==> src/rtl/gcd_requester.sv <==
// rtl/gcd_requester.sv - operand sequencer and result holder for an external GCD core
module gcd_requester #(
    parameter int WIDTH   = 16,
    parameter int TIMEOUT = 64
) (
    input  logic             clk,
    input  logic             rst,
    input  logic             in_valid,
    output logic             in_ready,
    input  logic [WIDTH-1:0] in_a,
    input  logic [WIDTH-1:0] in_b,
    output logic             gcd_start,
    output logic [WIDTH-1:0] gcd_data,
    input  logic             gcd_done,
    input  logic [WIDTH-1:0] gcd_result,
    output logic             out_valid,
    input  logic             out_ready,
    output logic [WIDTH-1:0] out_result,
    output logic             out_timeout,
    output logic [15:0]      op_count
);
    localparam int CW = (TIMEOUT > 2) ? $clog2(TIMEOUT) : 1;
    localparam logic [CW-1:0] WAIT_LAST = CW'(TIMEOUT - 1);

    typedef enum logic [2:0] {
        IDLE   = 3'd0,
        LOAD_A = 3'd1,
        LOAD_B = 3'd2,
        WAIT   = 3'd3,
        OUT    = 3'd4
    } state_t;

    state_t           state_q, state_d;
    logic [WIDTH-1:0] a_q, a_d;
    logic [WIDTH-1:0] b_q, b_d;
    logic [CW-1:0]    wait_cnt, wait_cnt_d;
    logic [WIDTH-1:0] result_d;
    logic             timeout_d;
    logic [15:0]      op_count_d;

    always_ff @(posedge clk) begin
        if (rst) begin
            state_q     <= IDLE;
            a_q         <= '0;
            b_q         <= '0;
            wait_cnt    <= '0;
            out_result  <= '0;
            out_timeout <= 1'b0;
            op_count    <= '0;
        end else begin
            state_q     <= state_d;
            a_q         <= a_d;
            b_q         <= b_d;
            wait_cnt    <= wait_cnt_d;
            out_result  <= result_d;
            out_timeout <= timeout_d;
            op_count    <= op_count_d;
        end
    end

    always_comb begin
        state_d    = state_q;
        a_d        = a_q;
        b_d        = b_q;
        wait_cnt_d = wait_cnt;
        result_d   = out_result;
        timeout_d  = out_timeout;
        op_count_d = op_count;
        case (state_q)
            IDLE: begin
                if (in_valid) begin
                    a_d = in_a;
                    b_d = in_b;
                    if (in_a != '0 && in_b != '0) begin
                        state_d = LOAD_A;
                    end else begin
                        // GCD(x,0) = x, so a zero operand never needs the core
                        state_d   = OUT;
                        result_d  = in_a | in_b;
                        timeout_d = 1'b0;
                    end
                end
            end
            LOAD_A: state_d = LOAD_B;
            LOAD_B: begin
                state_d    = WAIT;
                wait_cnt_d = '0;
            end
            WAIT: begin
                wait_cnt_d = wait_cnt + 1'b1;
                // completion is checked first so it beats a simultaneous timeout
                if (gcd_done) begin
                    state_d   = OUT;
                    result_d  = gcd_result;
                    timeout_d = 1'b0;
                end else if (wait_cnt == WAIT_LAST) begin
                    state_d   = OUT;
                    result_d  = '0;
                    timeout_d = 1'b1;
                end
            end
            OUT: begin
                if (out_ready) begin
                    state_d    = IDLE;
                    op_count_d = op_count + 16'd1;
                end
            end
            default: state_d = IDLE;
        endcase
    end

    assign in_ready  = (state_q == IDLE);
    assign gcd_start = (state_q == LOAD_A);
    assign out_valid = (state_q == OUT);

    always_comb begin
        gcd_data = '0;
        if (state_q == LOAD_A) begin
            gcd_data = a_q;
        end else if (state_q == LOAD_B) begin
            gcd_data = b_q;
        end
    end
endmodule

==> config.mk <==
export PLATFORM = sky130hd
export DESIGN_NAME = gcd_requester
export DESIGN_NICKNAME = d
export VERILOG_FILES = /design/src/rtl/gcd_requester.sv
export SDC_FILE = /design/constraint.sdc
export NUM_CORES = 1
export LEC_CHECK = 0
export CAP_MARGIN = 20
export CORE_UTILIZATION = 50
export CTS_CLUSTER_SIZE = 25
export DETAILED_ROUTE_END_ITERATION = 7
export DONT_BUFFER_PORTS = 1
export HOLD_SLACK_MARGIN = 0.1
export MAX_ROUTING_LAYER = met4
export PLACE_DENSITY_LB_ADDON = 0.1
export SETUP_SLACK_MARGIN = 0.1
export SYNTH_ARGS = -nofsm -noshare
export SYNTH_HDL_FRONTEND = slang
export SYNTH_SLANG_ARGS = --single-unit
==> constraint.sdc <==
create_clock -name clk -period 3.3 [get_ports clk]
set_input_delay 0.33 -clock clk [delete_from_list [all_inputs] [get_ports clk]]
set_output_delay 0.33 -clock clk [all_outputs]
set_load 0.005 [all_outputs]
==> metrics.md, run 1 <==
| Metric | Value |
|---|---|
| Crit-path max FO | `12` |
| Slowest CP cell | `dfxtp_1` |
| Port-buffer cells | `0` |
| Post-route insts no fill | `between 500 and 600` |
| Post-synthesis sequential area ratio | `0.427` |
| RSZ-0062 raised after global routing | `false` |
| Max-Cap Viols | `0` |
| HP Start | `in_b[6]` |
| Normalized max-slew margin | `0.397` |
| Clock root cell | `clkbuf_8` |
| Min Tclk post-route | `between 2 and 3 ns` |
| Antenna diode count | `0` |
| Dpl hpwl | `~6 mm` |
| Post-DP Area | `about 3500 µm²` |
| Worst path arrival time | `around 2.2 ns` |
| Routed WL | `a little under 9 mm` |
| Later-pin clock latency in the skew report | `0.34 ns` |
| Leakage Power | `1.50 nW` |
| Post-route antenna net violation count | `0` |
| Num rows | `29` |
| Pin count of the biggest net entering global routing | `slightly below 60` |
| Post-CTS Setup Inserts | `0` |
| Post-route setup slack | `approximately 0.77 ns` |
| Clock sink count | `between 70 and 80` |
| NumNets Final | `roughly 480` |
| R2r setup slk | `1.07 ns` |
| Worst path max stage delay | `about 0.56 ns` |
| Initial antenna violation count | `0` |
| Core area | `6530 µm²` |
| Final Hold Vio Count | `0` |
| Hold depth | `2` |
| Num CTS Buffers | `9` |
| Cell variety after synth | `39` |
| Drt wl/cell | `around 17 µm` |
| Starting density of the core | `0.531` |
| Final instance area | `approximately 3700 µm²` |
| Worst hold path class | `in -> reg` |
| Fin util | `0.569` |
| RR Endpoint | `out_result[5]$_SDFFE_PP0P_` |
| Critical path launch point type | `flip-flop` |
| Cell total after placement | `~490` |
| Commonest non-fill, non-tap cell in the layout | `nand2_1` |
| GRT overflow | `0` |
| # setup viols final | `0` |
| DR vias/cell | `between 5 and 6` |
| First-pass GRT wire length | `~14 mm` |
| DIE WIDTH | `roughly 85 µm` |
| Tightest Pin Transition | `0.903 ns` |
| First-pass DRT Iterations | `4` |
| CP required | `2.97 ns` |
| I/O pins | `roughly 110` |
| Die Y | `roughly 85 µm` |
| Syn avg cell area | `around 8.0 µm²` |
| WHS Endpoint | `b_q[6]$_SDFFE_PP0P_` |
| Clock Skew | `around 0.007 ns` |
| Synth Net Count | `between 400 and 500` |
| Post-Synthesis Cells | `435` |
| Fin. max-slew vios | `0` |
| Setup Total Neg Slack | `0 ns` |
| CP Capture Type | `primary output` |
| DR iter-0 viols | `217` |
| Synthesized cell area | `between 3000 and 4000 µm²` |
| Most frequent cells in the layout | `106 x nand2_1, 75 x a21oi_1, 74 x dfxtp_1` |
| Crit share post-route | `0.766` |
| Die area | `7280 µm²` |
| Worst Path Buf+Inv | `1` |
| GP Congestion | `around 0.84` |
| Area growth syn-to-layout | `7.18%` |
| Status | `finished, final reports clean` |
| H-Tree Depth | `3` |
| Worst Path Class, Setup | `reg -> out` |
| Pre-CTS setup slack | `approximately 1.1 ns` |
| PD cells | `701 nW/µm²` |
| R2R depth | `5` |
| DR DRC count | `0` |
| Clock Path Buffers | `2` |
| Crit path cell chain | `nand2b_1, nor2_1, buf_4, a22o_1` |
| CTS tree | `built` |
| FF-to-FF Start | `state_q[0]$_SDFFE_PP0P_` |
| CP top delay family | `simple AND/OR/NAND/NOR gates` |
| Clock-pin transition on the worst setup and hold timing paths | `roughly 0.070 ns` |
| VDD IR-drop max | `0.340 mV` |
| All-Layer GR Usage | `0.254` |
| Setup crit start | `state_q[1]$_SDFFE_PP0P_` |
| Synth warnings | `0` |
| Seq cells post-synth | `74` |
| Share of cells above drive strength 1 | `0.0701` |
| Vias in the first global route | `between 2000 and 3000` |
| Vias | `2920` |
| Fmax | `roughly 400 MHz` |
| Filler cells | `a little over 600` |
[through the flow]
stage | total power, mW | hold slack [ns]
2_1_floorplan | 1.72 | 0.406
3_3_place_gp | 1.82 | 0.404
3_5_place_dp | 1.84 | 0.406
4_1_cts | 2.63 | 0.102
5_1_grt | 2.76 | 0.103
6_report | 2.61 | 0.117
[metal layers]
layer / GRT usage / share of wire / vias up
met5: - / 0 / -
met4: 0.106 / 0.019 / 0
met3: 0.0710 / 0.079 / 16
met2: 0.351 / 0.43 / 89
met1: 0.346 / 0.47 / 1340
li1: - / - / 1475
[power breakdown]
group	internal [mW]	switching (mW)	leakage, nW
Sequential	1.07	0.148	0.603
Clock	0.444	0.327	0.109
Combinational	0.237	0.380	0.788
Total	1.75	0.855	1.50
[state kept, by name, indices dropped and copies added (netlist names)]
register / count
a_q: 16
b_q: 16
op_count: 16
out_result: 16
out_timeout: 1
state_q: 3
wait_cnt: 6
[cells by family (layout without fill, tap and decap cells)]
logic type	Yosys count	after routing	synth area share
mux	18	18	0.0523
xor+xnor	11	11	0.0278
compound gates	105	105	0.182
simple gates	193	193	0.264
buf+inv	32	25	0.0400
fa+ha+maj	2	2	0.00721
flops	74	74	0.427
[Yosys cell counts, drive strengths merged]
library cell / number / area share
and4bb: 1 / 0.0036
inv: 4 / 0.0043
a22o: 16 / 0.040
dfxtp: 74 / 0.43
clkbuf: 20 / 0.022
and4: 2 / 0.0050
nand3: 5 / 0.0072
mux2: 1 / 0.0032
a21oi: 75 / 0.11
nand4: 6 / 0.019
a32o: 1 / 0.0029
nand3b: 1 / 0.0058
and3: 4 / 0.0072
a22oi: 1 / 0.0022
o21a: 1 / 0.0022
nor4: 9 / 0.016
xor2: 4 / 0.010
a31oi: 1 / 0.0061
nor3b: 3 / 0.0079
or3: 5 / 0.0090
and2: 4 / 0.0072
o21ai: 8 / 0.012
a311oi: 1 / 0.0043
nor2: 38 / 0.041
buf: 8 / 0.014
nand2: 107 / 0.12
nand2b: 2 / 0.0036
nor3: 5 / 0.010
xnor2: 7 / 0.018
ha: 2 / 0.0072
a2111oi: 1 / 0.0043
mux2i: 17 / 0.049
nor2b: 1 / 0.0018
[how the worst max path moves through the flow]
| stage | slack (ns) | end | depth (start not counted) |
|---|---|---|---|
| final | 0.77 | gcd_data[2] | 4 |
| after global routing | 0.58 | gcd_data[3] | 4 |
| after CTS | 0.79 | gcd_data[2] | 4 |
| after detailed placement | 1.11 | out_result[8]$_SDFFE_PP0P_ | 5 |
| after global placement | 1.22 | out_result[9]$_SDFFE_PP0P_ | 5 |
| after floorplan | 1.56 | gcd_data[10] | 4 |
[worst register-to-register path: stages, from the launching register on]
cell and delay, ns:
dfxtp_1 0.66, nand3b_4 0.39, a311oi_2 0.48, a31oi_4 0.09
nand2_4 0.29, mux2i_1 0.25
[cell type report]
| cell class | instances | area [µm²] | share of cell area |
|---|---|---|---|
| clock buffer | 11 | 141 | 0.0380 |
| clock inverter | 5 | 77.6 | 0.0209 |
| inverter | 4 | 15.0 | 0.00404 |
| multi-input combinational | 329 | 1850 | 0.497 |
| sequential | 74 | 1480 | 0.398 |
| tap | 77 | 96.3 | 0.0259 |
| timing repair buffer | 5 | 57.6 | 0.0155 |
[what timing repair did]
item / CTS / global route
endpoints found under the hold margin: 57 / 0
hold buffers: 1 / 0
resized for setup: 0 / 0
Note: power is estimated with default switching activity, not from simulation.
==> run 2: changes to the inputs <==
==> constraint.sdc (replaced) <==
create_clock -name clk -period 2.55 [get_ports clk]
set_input_delay 0.255 -clock clk [delete_from_list [all_inputs] [get_ports clk]]
set_output_delay 0.255 -clock clk [all_outputs]
set_load 0.005 [all_outputs]
==> run 2 against run 1 <==
- count of clock-buffer cells in the layout is 1 higher
- clock skew is 0.0023 ns higher
- first-iteration DRC count up 1.8%
- die area stayed put
- critical path type unchanged
- final cell count is 6.5% higher
- critical endpoint is now gcd_data[12]
- routed wire length increased by 4.9%
- non-clock buffer count is 33 higher
- combinational power rose by 37%
- cell area grew 9.7%
- flip-flop and latch count is the same
- highest routed layer unchanged
==> metrics.md, run 2 (synthesis gave the netlist of run 1 again) <==
| Metric | Value |
|---|---|
| Status | `finished, final reports clean` |
| Vias in the first global route | `2858 (+5.6%)` |
| Critical path launch point type | `flip-flop` |
| Core area | `6530 µm² (unchanged)` |
| Area growth syn-to-layout | `17.6%` |
| Post-route insts no fill | `538 (+6.5%)` |
| Worst path max stage delay | `0.56 ns (about the same)` |
| FF-to-FF Start | `wait_cnt[0]$_SDFFE_PP0P_` |
| GRT overflow | `0 (unchanged)` |
| Min Hold Slack | `0.128 ns (+0.0113 ns)` |
| Clock Path Buffers | `2 (unchanged)` |
| R2r setup slk | `0.64 ns (-0.43 ns)` |
| VDD IR-drop max | `0.510 mV (+50%)` |
| DR DRC count | `0 (unchanged)` |
| GP Congestion | `0.821 (-2.3%)` |
| WHS Endpoint | `state_q[2]$_SDFFE_PP0P_` |
| Max-Cap Viols | `0 (unchanged)` |
| Num rows | `29 (unchanged)` |
| Clock sink count | `74 (unchanged)` |
| Leakage Power | `1.65 nW (+10%)` |
| Port-buffer cells | `0 (unchanged)` |
| Tightest Pin Transition | `0.853 ns (-0.0503 ns)` |
| Fmax | `465 MHz` |
| Cell total after placement | `489 (+0.20%)` |
| Setup Total Neg Slack | `0 ns (unchanged)` |
| I/O pins | `105 (unchanged)` |
| Clock root cell | `clkbuf_8` |
| Post-route antenna net violation count | `0 (unchanged)` |
| H-Tree Depth | `3 (unchanged)` |
| Antenna diode count | `0 (unchanged)` |
| Dpl hpwl | `5.89 mm (-2.5%)` |
| Initial antenna violation count | `0 (unchanged)` |
| Clock Skew | `0.00937 ns (+0.00232 ns)` |
| Fin. max-slew vios | `0 (unchanged)` |
| Starting density of the core | `0.531 (unchanged)` |
| Slowest CP cell | `dfxtp_1` |
| Later-pin clock latency in the skew report | `0.34 ns (about the same)` |
| Pin count of the biggest net entering global routing | `58 (unchanged)` |
| Hold Buf Count CTS | `33 (+32)` |
| DR iter-0 viols | `221 (+1.8%)` |
| DR vias/cell | `5.73 (-0.93%)` |
| Final Hold Vio Count | `0 (unchanged)` |
| Min Tclk post-route | `between 2 and 2.5 ns` |
| # setup viols final | `0 (unchanged)` |
| CTS tree | `built` |
| Die Y | `85.3 µm (unchanged)` |
| Fin util | `0.625 (+0.0554)` |
| CP top delay family | `flip-flops` |
| First-pass GRT wire length | `14.4 mm (+5.2%)` |
| Normalized max-slew margin | `0.431 (+0.0336)` |
| First-pass DRT Iterations | `4 (unchanged)` |
| Post-CTS Resized | `0 (unchanged)` |
| All-Layer GR Usage | `0.266 (+0.0124)` |
| Routed WL | `9.11 mm (+4.9%)` |
| Die area | `7280 µm² (unchanged)` |
| Crit-path max FO | `17 (+5)` |
| HP Start | `out_ready` |
| Post-CTS Setup Inserts | `0 (unchanged)` |
| Design Power | `3.56 mW (+37%)` |
| Share of cells above drive strength 1 | `0.0672 (-0.00285)` |
| RSZ-0062 raised after global routing | `false` |
| Crit path cell chain | `nand2b_1, nor2_1, buf_4, a22o_1` |
| CP Capture Type | `primary output` |
| Vias | `3082 (+5.5%)` |
| Clock-pin transition on the worst setup and hold timing paths | `0.07 ns (about the same)` |
| DIE WIDTH | `85.3 µm (unchanged)` |
| PD cells | `872 nW/µm² (+24%)` |
| Commonest non-fill, non-tap cell in the layout | `nand2_1` |
| Worst Path Buf+Inv | `1 (unchanged)` |
| Num CTS Buffers | `9 (unchanged)` |
| Worst path arrival time | `1.90 ns (-0.30 ns)` |
| R2R depth | `6 (+1)` |
| Drt wl/cell | `16.9 µm (-1.6%)` |
| CP required | `2.30 ns (-0.67 ns)` |
| RR Endpoint | `out_result[2]$_SDFFE_PP0P_` |
| Crit share post-route | `0.844` |
| Worst hold path class | `in -> reg` |
| Most frequent cells in the layout | `106 x nand2_1, 75 x a21oi_1, 74 x dfxtp_1` |
| Hold depth | `2 (unchanged)` |
| NumNets Final | `511 (+6.9%)` |
| Worst Path Class, Setup | `reg -> out` |
==> run 2: cell types whose count changed in the layout (fill, tap and decap cells not counted), sizes merged <==
cell and delta:
buf +1, bufinv +1, clkbuf +1, clkinv -2, dlygate4sd3 +32
==> run 2: layout make-up <==
type | count | area [µm²]
timing repair buffer | 38 | 385
sequential | 74 | 1480
tap | 77 | 96.3
fill | 593 | 2450
multi-input combinational | 329 | 1850
clock inverter | 4 | 97.6
clock buffer | 12 | 155
inverter | 4 | 15.0
==> run 2: how the worst max path moves through the flow <==
stage / cells after the start / end / start
floorplan: 7 / out_result[0]$_SDFFE_PP0P_ / wait_cnt[0]$_SDFFE_PP0P_
global placement: 5 / out_result[9]$_SDFFE_PP0P_ / state_q[0]$_SDFFE_PP0P_
detailed placement: 5 / out_result[2]$_SDFFE_PP0P_ / state_q[0]$_SDFFE_PP0P_
CTS: 4 / gcd_data[14] / state_q[1]$_SDFFE_PP0P_
global route: 4 / gcd_data[12] / state_q[1]$_SDFFE_PP0P_
finish: 4 / gcd_data[12] / state_q[1]$_SDFFE_PP0P_
==> run 2: power by group <==
group / internal (mW) / leakage, nW / switching, mW / total (mW)
Clock: 0.705 / 0.123 / 0.432 / 1.14
Combinational: 0.341 / 0.926 / 0.505 / 0.846
Sequential: 1.38 / 0.603 / 0.192 / 1.58
Total: 2.43 / 1.65 / 1.13 / 3.56
==> run 2: routing by layer <==
layer	GRT usage	part of all wire	up-vias
met3	0.0603	0.080	15
met4	0.114	0.021	0
met1	0.361	0.46	1419
met5	-	0	-
met2	0.380	0.44	106
li1	-	-	1542
==> run 2: per-stage QoR <==
step	worst slack (ns)	instance area [µm²]
floorplan	0.833	3470
global placement	0.679	3480
detailed placement	0.642	3480
CTS	0.389	4080
global route	0.276	4080
finish	0.399	4080
